`config.mk`:
```
export PLATFORM = sky130hd
export DESIGN_NAME = mem_access_ctrl
export DESIGN_NICKNAME = d
export VERILOG_FILES = /design/src/rtl/mem_access_ctrl.sv
export SDC_FILE = /design/constraint.sdc
export NUM_CORES = 1
export LEC_CHECK = 0
export ABC_AREA = 1
export BUFFER_PORTS_ARGS = -buffer_cell sky130_fd_sc_hd__buf_2
export CORE_MARGIN = 5
export CORE_UTILIZATION = 49
export CTS_CLUSTER_SIZE = 25
export DETAILED_ROUTE_END_ITERATION = 8
export PLACE_DENSITY_LB_ADDON = 0.25
export SLEW_MARGIN = 15
export SYNTH_ARGS = -nofsm -noshare
export SYNTH_HDL_FRONTEND = slang
export SYNTH_SLANG_ARGS = --single-unit
```
`constraint.sdc`:
```
create_clock -name clk -period 3.5 [get_ports clk]
set_clock_uncertainty 0.1 [all_clocks]
set_input_delay 0.175 -clock clk [delete_from_list [all_inputs] [get_ports clk]]
set_output_delay 0.175 -clock clk [all_outputs]
set_load 0.1 [all_outputs]
```
`src/rtl/mem_access_ctrl.sv`:
```
// Memory-access controller between the CPU MAR/MBR side and the cache + RAM pair.
// Serves one load/store at a time: cache lookup, RAM refill on read miss, write-through stores.
module mem_access_ctrl #(
    parameter int ADDR_WIDTH  = 18,
    parameter int DATA_WIDTH  = 16,
    parameter int RAM_LATENCY = 1
) (
    input  logic                  clk,
    input  logic                  rst,
    input  logic                  req_valid,
    input  logic                  req_we,
    input  logic [ADDR_WIDTH-1:0] req_addr,
    input  logic [DATA_WIDTH-1:0] req_wdata,
    output logic                  req_ready,
    output logic                  resp_valid,
    output logic [DATA_WIDTH-1:0] resp_rdata,
    output logic                  resp_hit,
    output logic [ADDR_WIDTH-1:0] cache_addr,
    output logic                  cache_write,
    output logic [DATA_WIDTH-1:0] cache_data,
    input  logic [DATA_WIDTH-1:0] cache_found,
    input  logic                  cache_hit,
    output logic [ADDR_WIDTH-1:0] ram_addr,
    output logic                  ram_cs,
    output logic                  ram_we,
    output logic                  ram_oe,
    output logic [DATA_WIDTH-1:0] ram_wdata,
    input  logic [DATA_WIDTH-1:0] ram_rdata,
    output logic [15:0]           hit_count,
    output logic [15:0]           miss_count
);

    typedef enum logic [2:0] {IDLE, LOOKUP, RAM_RD, FILL, WRITE, RESP} state_t;

    localparam int CW = (RAM_LATENCY > 1) ? $clog2(RAM_LATENCY) : 1;
    localparam logic [CW-1:0] LAT_LOAD = CW'(RAM_LATENCY - 1);

    state_t                state, next_state;
    logic [ADDR_WIDTH-1:0] addr_q;
    logic [DATA_WIDTH-1:0] wdata_q;
    logic [DATA_WIDTH-1:0] data_q;
    logic                  hit_q;
    logic [CW-1:0]         lat_cnt;
    logic [15:0]           hit_cnt;
    logic [15:0]           miss_cnt;
    logic                  oe_armed;

    always_ff @(posedge clk or posedge rst) begin
        if (rst) state <= IDLE;
        else     state <= next_state;
    end

    always_comb begin
        next_state = state;
        case (state)
            IDLE:    if (req_valid) next_state = req_we ? WRITE : LOOKUP;
            LOOKUP:  next_state = cache_hit ? RESP : RAM_RD;
            RAM_RD:  if (lat_cnt == '0) next_state = FILL;
            FILL:    next_state = RESP;
            WRITE:   next_state = RESP;
            RESP:    next_state = IDLE;
            default: next_state = IDLE;
        endcase
    end

    // Request latching, read-data capture, RAM latency countdown and saturating statistics
    always_ff @(posedge clk or posedge rst) begin
        if (rst) begin
            addr_q   <= '0;
            wdata_q  <= '0;
            data_q   <= '0;
            hit_q    <= 1'b0;
            lat_cnt  <= '0;
            hit_cnt  <= '0;
            miss_cnt <= '0;
            oe_armed <= 1'b0;
        end else begin
            oe_armed <= 1'b1;
            case (state)
                IDLE: begin
                    if (req_valid) begin
                        addr_q  <= req_addr;
                        wdata_q <= req_wdata;
                        data_q  <= '0;
                        hit_q   <= 1'b0;
                    end
                end
                LOOKUP: begin
                    if (cache_hit) begin
                        data_q <= cache_found;
                        hit_q  <= 1'b1;
                        if (hit_cnt != 16'hFFFF) hit_cnt <= hit_cnt + 16'd1;
                    end else begin
                        lat_cnt <= LAT_LOAD;
                        if (miss_cnt != 16'hFFFF) miss_cnt <= miss_cnt + 16'd1;
                    end
                end
                RAM_RD: begin
                    if (lat_cnt == '0) data_q  <= ram_rdata;
                    else               lat_cnt <= lat_cnt - 1'b1;
                end
                default: ;
            endcase
        end
    end

    // Strobes are decoded from state so an async reset drops them at once;
    // ram_oe stays low while in reset and until the first clock afterwards.
    always_comb begin
        req_ready   = 1'b0;
        resp_valid  = 1'b0;
        resp_hit    = 1'b0;
        resp_rdata  = '0;
        cache_write = 1'b0;
        cache_data  = '0;
        ram_cs      = 1'b0;
        ram_we      = 1'b0;
        ram_oe      = oe_armed;
        case (state)
            IDLE:   req_ready = 1'b1;
            RAM_RD: begin
                ram_cs = 1'b1;
                ram_oe = 1'b1;
            end
            FILL: begin
                cache_write = 1'b1;
                cache_data  = data_q;
            end
            WRITE: begin
                ram_cs      = 1'b1;
                ram_we      = 1'b1;
                ram_oe      = 1'b0;
                cache_write = 1'b1;
                cache_data  = wdata_q;
            end
            RESP: begin
                resp_valid = 1'b1;
                resp_hit   = hit_q;
                resp_rdata = data_q;
            end
            default: ;
        endcase
    end

    assign cache_addr = addr_q;
    assign ram_addr   = addr_q;
    assign ram_wdata  = wdata_q;
    assign hit_count  = hit_cnt;
    assign miss_count = miss_cnt;

endmodule

```
==> flow_metrics.env <==
export IMPL_tightest_slew_ns=0.8798
export IMPL_slew_headroom_pct=41.28
export IMPL_start_kind="flop"
export IMPL_postSynthNetCount=743
export IMPL_rows=36
export IMPL_gr_usage_all_layers_pct=22.71
export IMPL_pin_count=194
export IMPL_grt_pass1_vias=4657
export IMPL_cts_setup_buffers=0
export IMPL_crit_arrival_ns=2.29
export IMPL_antenna_cells=0
export IMPL_drt_initial_drc_count=349
export IMPL_grt_max_degree=52
export IMPL_vias=4932
export IMPL_die_area_sq_um=12020
export IMPL_clk_pin_slew_worst_paths_ns=0.09
export IMPL_cts_tree="yes"
export IMPL_min_from="cache_hit"
export IMPL_cts_buffers=9
export IMPL_yosys_warnings=0
export IMPL_wl_per_cell_um=13.38
export IMPL_viasPerCell=4.883
export IMPL_fin_crit_sh_pct=73.15
export IMPL_crit_type="reg -> out"
export IMPL_setup_viol=0
export IMPL_overflow=0
export IMPL_crit_required_ns=3.22
export IMPL_clk_path_buf_depth=2
export IMPL_hpwl_um=9717
export IMPL_syn_avg_cell_area_sq_um=7.263
export IMPL_cts_sinks=87
export IMPL_drt_pass1_iterations=6
export IMPL_drc=0
export IMPL_fin_util_pct=65.01
export IMPL_ant_nets=0
export IMPL_min_to="miss_count[8]"
export IMPL_cts_resized=0
export IMPL_root_buffer="clkbuf_8"
export IMPL_wirelength_um=13520
export IMPL_core_sq_um=9729
export IMPL_r2r_start="state[1]"
export IMPL_syn_to_final_growth_pct=29.98
export IMPL_whs_path_depth=4
export IMPL_status="finished clean"
export IMPL_port_buffers=193
export IMPL_die_h_um=109.7
export IMPL_maxCapViolCount=0
export IMPL_die_x_um=109.7
export IMPL_start_util_pct=50.01
export IMPL_r2r_end="data_q[12]"
export IMPL_htreeDepth=3
export IMPL_drive_gt1_share_pct=26.68
export IMPL_ys_types=30
export IMPL_insertion_delay_ns=0.36
export IMPL_path_max_fanout=17
export IMPL_syn_area_sq_um=4866
export IMPL_syn_inst=670
export IMPL_drv_slew=0
export IMPL_hold_violations=0
export IMPL_rr_worst_depth=6
export IMPL_finalWeightedCongestion=0.8638
export IMPL_layout_nets=945
export IMPL_end_kind="primary output"
export IMPL_synth_seq_cells=87
export IMPL_antenna_found_initial=0
export IMPL_yosys_most_used_dff="dfrtp_1"
export IMPL_grt_first_pass_wirelength_um=21780
export IMPL_grt_setup_unrepaired="no"
export IMPL_async_reset_ff_share_pct=100.0
export IMPL_hp_class="in -> reg"
export IMPL_min_period_ns=2.560
export IMPL_yosysSeqAreaShare_pct=44.74
export IMPL_max_freq_mhz=390.6
export IMPL_rrSetupSlack_ns=1.42
export IMPL_synth_edf_count=0
-- cells in the final DEF (no fill, tap or decap), drive strengths merged, types with 13 or more instances in the layout --
cell type	count
nand4	13
inv	98
dfrtp	87
dlygate4sd3	36
o22ai	15
o21ai	43
a21oi	17
nand3	42
xnor2	14
nor2	69
nand2	225
buf	195
-- per-stage QoR --
step | area (sq um) | hold WS [ns] | TNS, ns | setup WS (ns) | std cells
2_1_floorplan | 4871 | 0.2196 | -2.009 | -0.2004 | 670
3_3_place_gp | 5751 | 0.2781 | 0 | 1.446 | 958
3_5_place_dp | 5751 | 0.2947 | 0 | 1.392 | 958
4_1_cts | 6325 | 0.02509 | 0 | 0.9831 | 1010
5_1_grt | 6325 | 0.04565 | 0 | 0.7398 | 1010
6_report | 6325 | 0.04835 | 0 | 0.9399 | 1010
-- state kept, by name, summed over array words and instances, names as in the netlist --
name	cells
oe_armed	1
state	3
hit_q	1
ram_wdata	16
miss_count	16
data_q	16
cache_addr	18
hit_count	16
-- Yosys cell counts, drive strengths merged, types with 2 or more instances --
cell | number | area [sq um]
nand2 | 225 | 869.6
inv | 97 | 366.6
dfrtp | 87 | 2177
nor2 | 69 | 279.0
o21ai | 43 | 226.5
nand3 | 42 | 225.2
buf | 29 | 227.7
a21oi | 17 | 85.08
o22ai | 15 | 93.84
xnor2 | 14 | 122.6
nand4 | 13 | 81.33
clkbuf | 11 | 41.29
ha | 2 | 25.02
nor3 | 2 | 21.27
-- repair_timing --
item | in CTS | in global routing
hold buffers | 36 | 0
hold endpoints to repair | 85 | 0
setup endpoints to repair | 0 | 0
-- logic make-up after synthesis --
logic type	share of synthesized area, %
AND/OR/NAND/NOR	30.50
buffers and inverters	13.17
flip-flops	44.74
AO/OA/AOI/OAI	8.486
XOR/XNOR	2.520
adder cells (fa/ha/maj)	0.5142
other	0.07707
-- how the worst max path moves through the flow --
stage / start / to / slack [ns]
4_1_cts: state[2] / cache_data[10] / 0.98
5_1_grt: state[2] / cache_data[8] / 0.74
2_1_floorplan: state[1] / resp_rdata[10] / -0.20
3_3_place_gp: state[2] / cache_data[14] / 1.45
3_5_place_dp: state[2] / cache_data[10] / 1.39
6_report: state[2] / cache_data[6] / 0.94
-- routing by layer --
metal / vias to the layer above / track usage (%) / routed length, um
li1: 2462 / - / -
met1: 2258 / 28.35 / 5536
met2: 184 / 38.58 / 6796
met3: 28 / 3.993 / 822
met4: 0 / 9.884 / 363
met5: - / 0 / 0
-- critical path: stages (launching register included) --
cell and delay, ns:
dfrtp_1 0.40, inv_1 0.15, nand3_1 0.51, o22ai_1 0.39, buf_2 0.47
-- layout make-up --
class | count | area, sq um
fillers | 868 | 3405
flip-flops and latches | 87 | 2177
multi-input cells | 445 | 2053
repair buffers | 231 | 1341
inverters | 98 | 372.9
well taps | 133 | 166.4
clock buffers | 10 | 137.6
clock inverters | 6 | 76.32
Power is left out: the tool's default activity adds up to more than one toggle a clock period on the data nets, which glitch-free logic cannot reach.
